$ cat config.mk
export PLATFORM = sky130hd
export DESIGN_NAME = iopad_lane_tx
export DESIGN_NICKNAME = d
export VERILOG_FILES = /design/src/rtl/iopad_pkg.sv /design/src/rtl/iopad_cycle_counter.sv /design/src/rtl/iopad_lane_tx.sv
export SDC_FILE = /design/constraint.sdc
export NUM_CORES = 1
export LEC_CHECK = 0
export CORE_MARGIN = 1.5
export CORE_UTILIZATION = 36
export DETAILED_ROUTE_END_ITERATION = 7
export PLACE_DENSITY = 0.76
export SYNTH_ARGS = -nofsm -noshare
export SYNTH_HDL_FRONTEND = slang
export SYNTH_SLANG_ARGS = --single-unit
$ cat constraint.sdc
create_clock -name clk -period 1.3 [get_ports clk]
set_input_delay 0.26 -clock clk [delete_from_list [all_inputs] [get_ports clk]]
set_output_delay 0.26 -clock clk [all_outputs]
set_load 0.03 [all_outputs]
$ cat src/rtl/iopad_pkg.sv
// Shared types and helpers for the near-side pad transmit lane.
package iopad_pkg;

  typedef enum logic [1:0] {
    IDLE,
    DRIVE,
    TURN
  } tx_state_t;

  // All-ones lane mask, truncated by the user to the pad bus width.
  localparam logic [63:0] DEFAULT_LANE_MASK = '1;

  // Bits needed to hold max_val in a down-counter, never less than one.
  function automatic int cnt_w(input int max_val);
    return (max_val < 2) ? 1 : $clog2(max_val + 1);
  endfunction

endpackage

$ cat src/rtl/iopad_cycle_counter.sv
// Loadable down-counter with a zero flag, used for hold and turnaround timing.
module iopad_cycle_counter
  import iopad_pkg::*;
#(
  parameter int WIDTH = 4
) (
  input  logic             clk,
  input  logic             rst,
  input  logic             load,
  input  logic [WIDTH-1:0] load_value,
  input  logic             dec,
  output logic             zero
);

  logic [WIDTH-1:0] count;

  // Load wins over decrement so a back-to-back reload on the last cycle is clean.
  always_ff @(posedge clk or posedge rst) begin
    if (rst) begin
      count <= '0;
    end else if (load) begin
      count <= load_value;
    end else if (dec && (count != '0)) begin
      count <= count - WIDTH'(1);
    end
  end

  assign zero = (count == '0);

endmodule

$ cat src/rtl/iopad_lane_tx.sv
// Near-side pad transmitter: holds each accepted word on the enabled lanes,
// then releases the output enables through a turnaround gap.
module iopad_lane_tx
  import iopad_pkg::*;
#(
  parameter int                   MAX_WIDTH   = 24,
  parameter logic [MAX_WIDTH-1:0] VALID_BITS  = MAX_WIDTH'(DEFAULT_LANE_MASK),
  parameter int                   HOLD_CYCLES = 2,
  parameter int                   TURN_CYCLES = 1,
  parameter logic [MAX_WIDTH-1:0] IDLE_VALUE  = '0,
  parameter int                   CNT_WIDTH   = 16
) (
  input  logic                 clk,
  input  logic                 rst,
  input  logic                 tx_enable,
  input  logic                 s_valid,
  output logic                 s_ready,
  input  logic [MAX_WIDTH-1:0] s_data,
  output logic [MAX_WIDTH-1:0] iopad_ns_tx_out,
  output logic [MAX_WIDTH-1:0] iopad_ns_tx_oe,
  output logic                 tx_busy,
  output logic [CNT_WIDTH-1:0] sent_count
);

  if (HOLD_CYCLES < 1) begin : g_bad_hold
    $error("iopad_lane_tx: HOLD_CYCLES must be >= 1");
  end
  if (TURN_CYCLES < 0) begin : g_bad_turn
    $error("iopad_lane_tx: TURN_CYCLES must be >= 0");
  end

  localparam int HOLD_W = cnt_w(HOLD_CYCLES - 1);
  localparam int TURN_W = cnt_w((TURN_CYCLES > 0) ? TURN_CYCLES - 1 : 0);
  localparam logic [HOLD_W-1:0] HOLD_LOAD = HOLD_W'(HOLD_CYCLES - 1);
  localparam logic [TURN_W-1:0] TURN_LOAD = TURN_W'((TURN_CYCLES > 0) ? TURN_CYCLES - 1 : 0);
  localparam bit HAS_TURN = (TURN_CYCLES > 0);
  localparam logic [MAX_WIDTH-1:0] FIXED_LANES = IDLE_VALUE & ~VALID_BITS;

  tx_state_t state, next_state;
  logic hold_load, hold_dec, hold_zero;
  logic turn_load, turn_dec, turn_zero;
  logic capture, count_inc;

  iopad_cycle_counter #(.WIDTH(HOLD_W)) u_hold (
    .clk        (clk),
    .rst        (rst),
    .load       (hold_load),
    .load_value (HOLD_LOAD),
    .dec        (hold_dec),
    .zero       (hold_zero)
  );

  iopad_cycle_counter #(.WIDTH(TURN_W)) u_turn (
    .clk        (clk),
    .rst        (rst),
    .load       (turn_load),
    .load_value (TURN_LOAD),
    .dec        (turn_dec),
    .zero       (turn_zero)
  );

  always_ff @(posedge clk or posedge rst) begin
    if (rst) begin
      state <= IDLE;
    end else begin
      state <= next_state;
    end
  end

  always_comb begin
    next_state = state;
    s_ready    = 1'b0;
    capture    = 1'b0;
    count_inc  = 1'b0;
    hold_load  = 1'b0;
    hold_dec   = 1'b0;
    turn_load  = 1'b0;
    turn_dec   = 1'b0;
    case (state)
      IDLE: begin
        s_ready = tx_enable;
        if (s_valid && tx_enable) begin
          capture    = 1'b1;
          hold_load  = 1'b1;
          next_state = DRIVE;
        end
      end
      DRIVE: begin
        if (hold_zero) begin
          // Last hold cycle: the word is done, and a new one may follow with no gap.
          count_inc = 1'b1;
          s_ready   = tx_enable;
          if (s_valid && tx_enable) begin
            capture   = 1'b1;
            hold_load = 1'b1;
          end else if (HAS_TURN) begin
            turn_load  = 1'b1;
            next_state = TURN;
          end else begin
            next_state = IDLE;
          end
        end else begin
          hold_dec = 1'b1;
        end
      end
      TURN: begin
        if (turn_zero) begin
          next_state = IDLE;
        end else begin
          turn_dec = 1'b1;
        end
      end
      default: next_state = IDLE;
    endcase
  end

  // Pad outputs are registered from the next state so they line up with it.
  always_ff @(posedge clk or posedge rst) begin
    if (rst) begin
      iopad_ns_tx_out <= IDLE_VALUE;
      iopad_ns_tx_oe  <= '0;
      tx_busy         <= 1'b0;
      sent_count      <= '0;
    end else begin
      if (capture) begin
        iopad_ns_tx_out <= (s_data & VALID_BITS) | FIXED_LANES;
      end else if (next_state != DRIVE) begin
        iopad_ns_tx_out <= IDLE_VALUE;
      end
      iopad_ns_tx_oe <= (next_state == DRIVE) ? VALID_BITS : '0;
      tx_busy        <= (next_state != IDLE);
      if (count_inc) begin
        sent_count <= sent_count + CNT_WIDTH'(1);
      end
    end
  end

endmodule

==> run summary <==
Run status - finished, violations left
Violations in the final reports - negative setup slack
Headroom to the max-slew limit - 0.8329
Synthesized-area fraction occupied by and/or/nand/nor cells - 0.09451
Required time of the critical path - 1.04 ns
Root buffer selected by CTS - sky130_fd_sc_hd__clkbuf_8
Area share of fa/ha/maj cells after synthesis - 0.006386
Design Area, Final - 0.003442 mm^2
Syn. warnings - 0
Layout Area Growth over Synthesis - 75.67%
Max-capacitance violation count - 0
Placed Instance Area - 0.002880 mm^2
Half-perimeter wire length after placement - 3.143 mm
RSZ-0062 raised after global routing - true
Comb pwr share - 0.550
Cell types with the largest area share after synthesis - sky130_fd_sc_hd__dfrtp_1 59%, sky130_fd_sc_hd__a22o_1 11%, sky130_fd_sc_hd__buf_4 8.8%, sky130_fd_sc_hd__xnor2_1 4.0%, sky130_fd_sc_hd__xor2_1 2.7%
Count of unique library cells instantiated by Yosys - 26
Switching power as a share of total power - 0.3839
Yosys top cell by area - sky130_fd_sc_hd__dfrtp_1
Syn_area_per_cell - 12.64 um^2
Worst-path cell with the longest stage delay - sky130_fd_sc_hd__dfrtp_1
First-pass iteration count of the detailed router - 4
Count of pins over their slew limit - 0
Clock tree from TritonCTS - built
Share of synthesized area occupied by flip-flops and latches - 0.5875
Worst clock skew on the final layout - 0.006722 ns
Vias in the first global route - 1611
Switching power of the nets - 2.501 mW
Die Footprint - 0.005894 mm^2
Launching instance or port of the critical path - u_hold.count$_DFFE_PP0P_
Reg2reg path depth - 5
Routability-driven placement congestion ratio - 0.7264
Category of the worst setup path capture point - primary output
CP max stage delay - 0.40 ns
Clock power share - 0.163
Flop2flop setup slack - -0.17 ns
Category of the most critical setup path - reg2out
Clock latency on the worst-skew pair - 0.30 ns
DRC viols - 0
Leftover overflow at the end of global routing - 0
Number of buffers added to fix hold violations after cts - 0
Upper clock frequency limit - 666.0 MHz
Register clock-pin slew on the reported worst setup and hold paths - 0.09 ns
Critical path data arrival time - 1.24 ns
Die Y-Extent - 76.78 um
Synth Flop Type - sky130_fd_sc_hd__dfrtp_1
Area inside the core boundary - 0.005172 mm^2
Aggregate negative setup slack - -6.757 ns
Final routed wirelength across all metal layers - 5.292 mm
Final count of hold timing violations - 0
Final worst path period need - 1.501 ns
Effective utilization at floorplan - 0.3788
Number of buffers inserted by port buffering - 93
Hold/Removal Path Class - in2async
Fin nets - 289
Type of origin of the critical path - flip-flop
Maximum buffer depth of the clock tree - 2
Maximum net fanout on the critical path - 2
CP Cell Sequence - buf_4 > nand2_2 > and3b_2 > buf_6
Number of DRC markers in iteration 0 - 42
Final cycle utilization of the critical path - 1.155
Antenna cells - 0
Post-DRT Antenna Nets - 0
Synthesized netlist cell count - 155
All-layer global routing usage - 0.1770
Largest net degree at the start of global routing - 31
Number of rows in the core area - 26
Final worst-path setup slack - -0.2015 ns
Worst R2R Start - state[1]$_DFF_PP0_
Top-count cell post-synth - sky130_fd_sc_hd__dfrtp_1
Leakage component of the power - 1.656 nW
Power per unit of standard cell area - 1892 mW/mm^2
End of the worst register-to-register path - sent_count[12]$_DFFE_PP0P_
Count of endpoints failing setup in the final report - 63
Wire length of the first global-routing pass - 8.128 mm
Number of register bits inferred by synthesis - 46
Part of the power in registers - 0.287
Via Count - 1559
H-tree level count - 2
Share of final-layout standard cells stronger than drive strength 1 - 0.5249
Synthesized netlist net count - 184
Top-area cell type share of the netlist area - 0.5875
Clock sink count - 46
Area fraction in compound gates after synthesis - 0.1207
Per-cell via count in the routed design - 4.710
Number of buffers created by CTS - 5
Final core area utilization - 0.6655
Commonest cells in the netlist - 46 x sky130_fd_sc_hd__dfrtp_1, 24 x sky130_fd_sc_hd__a22o_1, 23 x sky130_fd_sc_hd__buf_4
Worst Tran Pin Value - 0.2506 ns
Average wire per cell in the routed design - 15.99 um
Largest family of logic cells by synthesized area - compound AO/OA/AOI/OAI gates
Number of synthesized flops with an enable pin - 0
Fraction of registers with async set or reset after synthesis - 1.000
Share of cell area taken by muxes after synthesis - 0.005747
Ports placed on the boundary - 94
Chip Width - 76.78 um
Number of antenna violations at the first check in global routing - 0
Peak supply drop - 0.001328 V
Internal power component - 4.013 mW
Overall power after layout - 6.514 mW
Cell area after technology mapping - 0.001959 mm^2
Synth Area in XOR/XNOR - 0.06705
routing by layer:
metal / GRT usage / part of all wire
met1: 0.2058 / 0.41
met5: 0 / 0
met4: 0.05741 / 0.013
met2: 0.3071 / 0.51
met3: 0.05714 / 0.064
cell type report:
type	instances	area (um^2)
Timing Repair Buffer	124	1368
Clock inverter	2	37.54
Tap cell	70	87.58
Fill cell	412	1730
Sequential cell	46	1167
Inverter	4	18.77
Multi-Input combinational cell	79	690.7
Clock buffer	6	72.57
power by group through the flow:
stage | registers (mW) | logic, mW | clock network, mW
floorplan | 2.35 | 1.34 | 0
global placement | 1.91 | 2.62 | 0
detailed placement | 1.92 | 2.65 | 0
CTS | 1.85 | 3.13 | 1.09
global route | 1.91 | 3.75 | 1.14
finish | 1.87 | 3.58 | 1.06
per-stage QoR:
| stage | hold slack, ns | cells | worst slack, ns |
|---|---|---|---|
| 3_5_place_dp | 0.4711 | 312 | -0.2212 |
| 3_3_place_gp | 0.4616 | 312 | -0.1616 |
| 5_1_grt | 0.3913 | 331 | -0.2646 |
| 6_report | 0.3971 | 331 | -0.2015 |
| 2_1_floorplan | 0.2766 | 155 | -0.1682 |
| 4_1_cts | 0.3355 | 326 | -0.1803 |
how the worst max path moves through the flow:
| stage | cells after the start | to | slack, ns |
|---|---|---|---|
| after CTS | 4 | s_ready | -0.18 |
| after floorplan | 6 | iopad_ns_tx_out[10]$_DFFE_PP0P_ | -0.17 |
| after detailed placement | 4 | iopad_ns_tx_out[2]$_DFFE_PP0P_ | -0.22 |
| after global routing | 5 | sent_count[11]$_DFFE_PP0P_ | -0.26 |
| final | 4 | s_ready | -0.20 |
| after global placement | 4 | iopad_ns_tx_out[19]$_DFFE_PP0P_ | -0.16 |
timing repair:
action	in CTS	in global routing
pin swaps	18	10
setup endpoints to repair	83	76
resized for setup	105	46
setup buffers	5	4
cloned	1	3
cell families after synthesis:
group,Yosys count
flops,46
buf+inv,32
simple gates,32
compound gates,28
xor+xnor,15
mux,1
fa+ha+maj,1
cells in the final DEF, fill, tap and decap left out, types with 3 or more instances in the layout:
cell type | synthesis | layout
sky130_fd_sc_hd__clkdlybuf4s50_1 | 0 | 27
sky130_fd_sc_hd__a22o_1 | 24 | 24
sky130_fd_sc_hd__xor2_1 | 6 | 6
sky130_fd_sc_hd__inv_1 | 4 | 3
sky130_fd_sc_hd__clkbuf_8 | 0 | 5
sky130_fd_sc_hd__buf_12 | 0 | 4
sky130_fd_sc_hd__buf_8 | 0 | 19
sky130_fd_sc_hd__and2_4 | 0 | 3
sky130_fd_sc_hd__buf_6 | 3 | 21
sky130_fd_sc_hd__nand2_1 | 9 | 6
sky130_fd_sc_hd__dfrtp_2 | 0 | 10
sky130_fd_sc_hd__dfrtp_1 | 46 | 35
sky130_fd_sc_hd__buf_4 | 23 | 30
sky130_fd_sc_hd__clkdlybuf4s15_2 | 0 | 18
sky130_fd_sc_hd__xnor2_1 | 9 | 8
sequential cells by signal (all words and copies together), names as in the netlist:
register,cells
tx_busy,1
iopad_ns_tx_oe,1
iopad_ns_tx_out,24
u_hold.count,1
sent_count,16
state,2
u_turn.count,1
critical path: cells and delay by family (launching register included):
| kind | cells | cell delay (ns) |
|---|---|---|
| flip-flops | 1 | 0.40 |
| buffers and inverters | 2 | 0.27 |
| AND/OR/NAND/NOR | 2 | 0.26 |
Power figures use the tool's default switching activity.
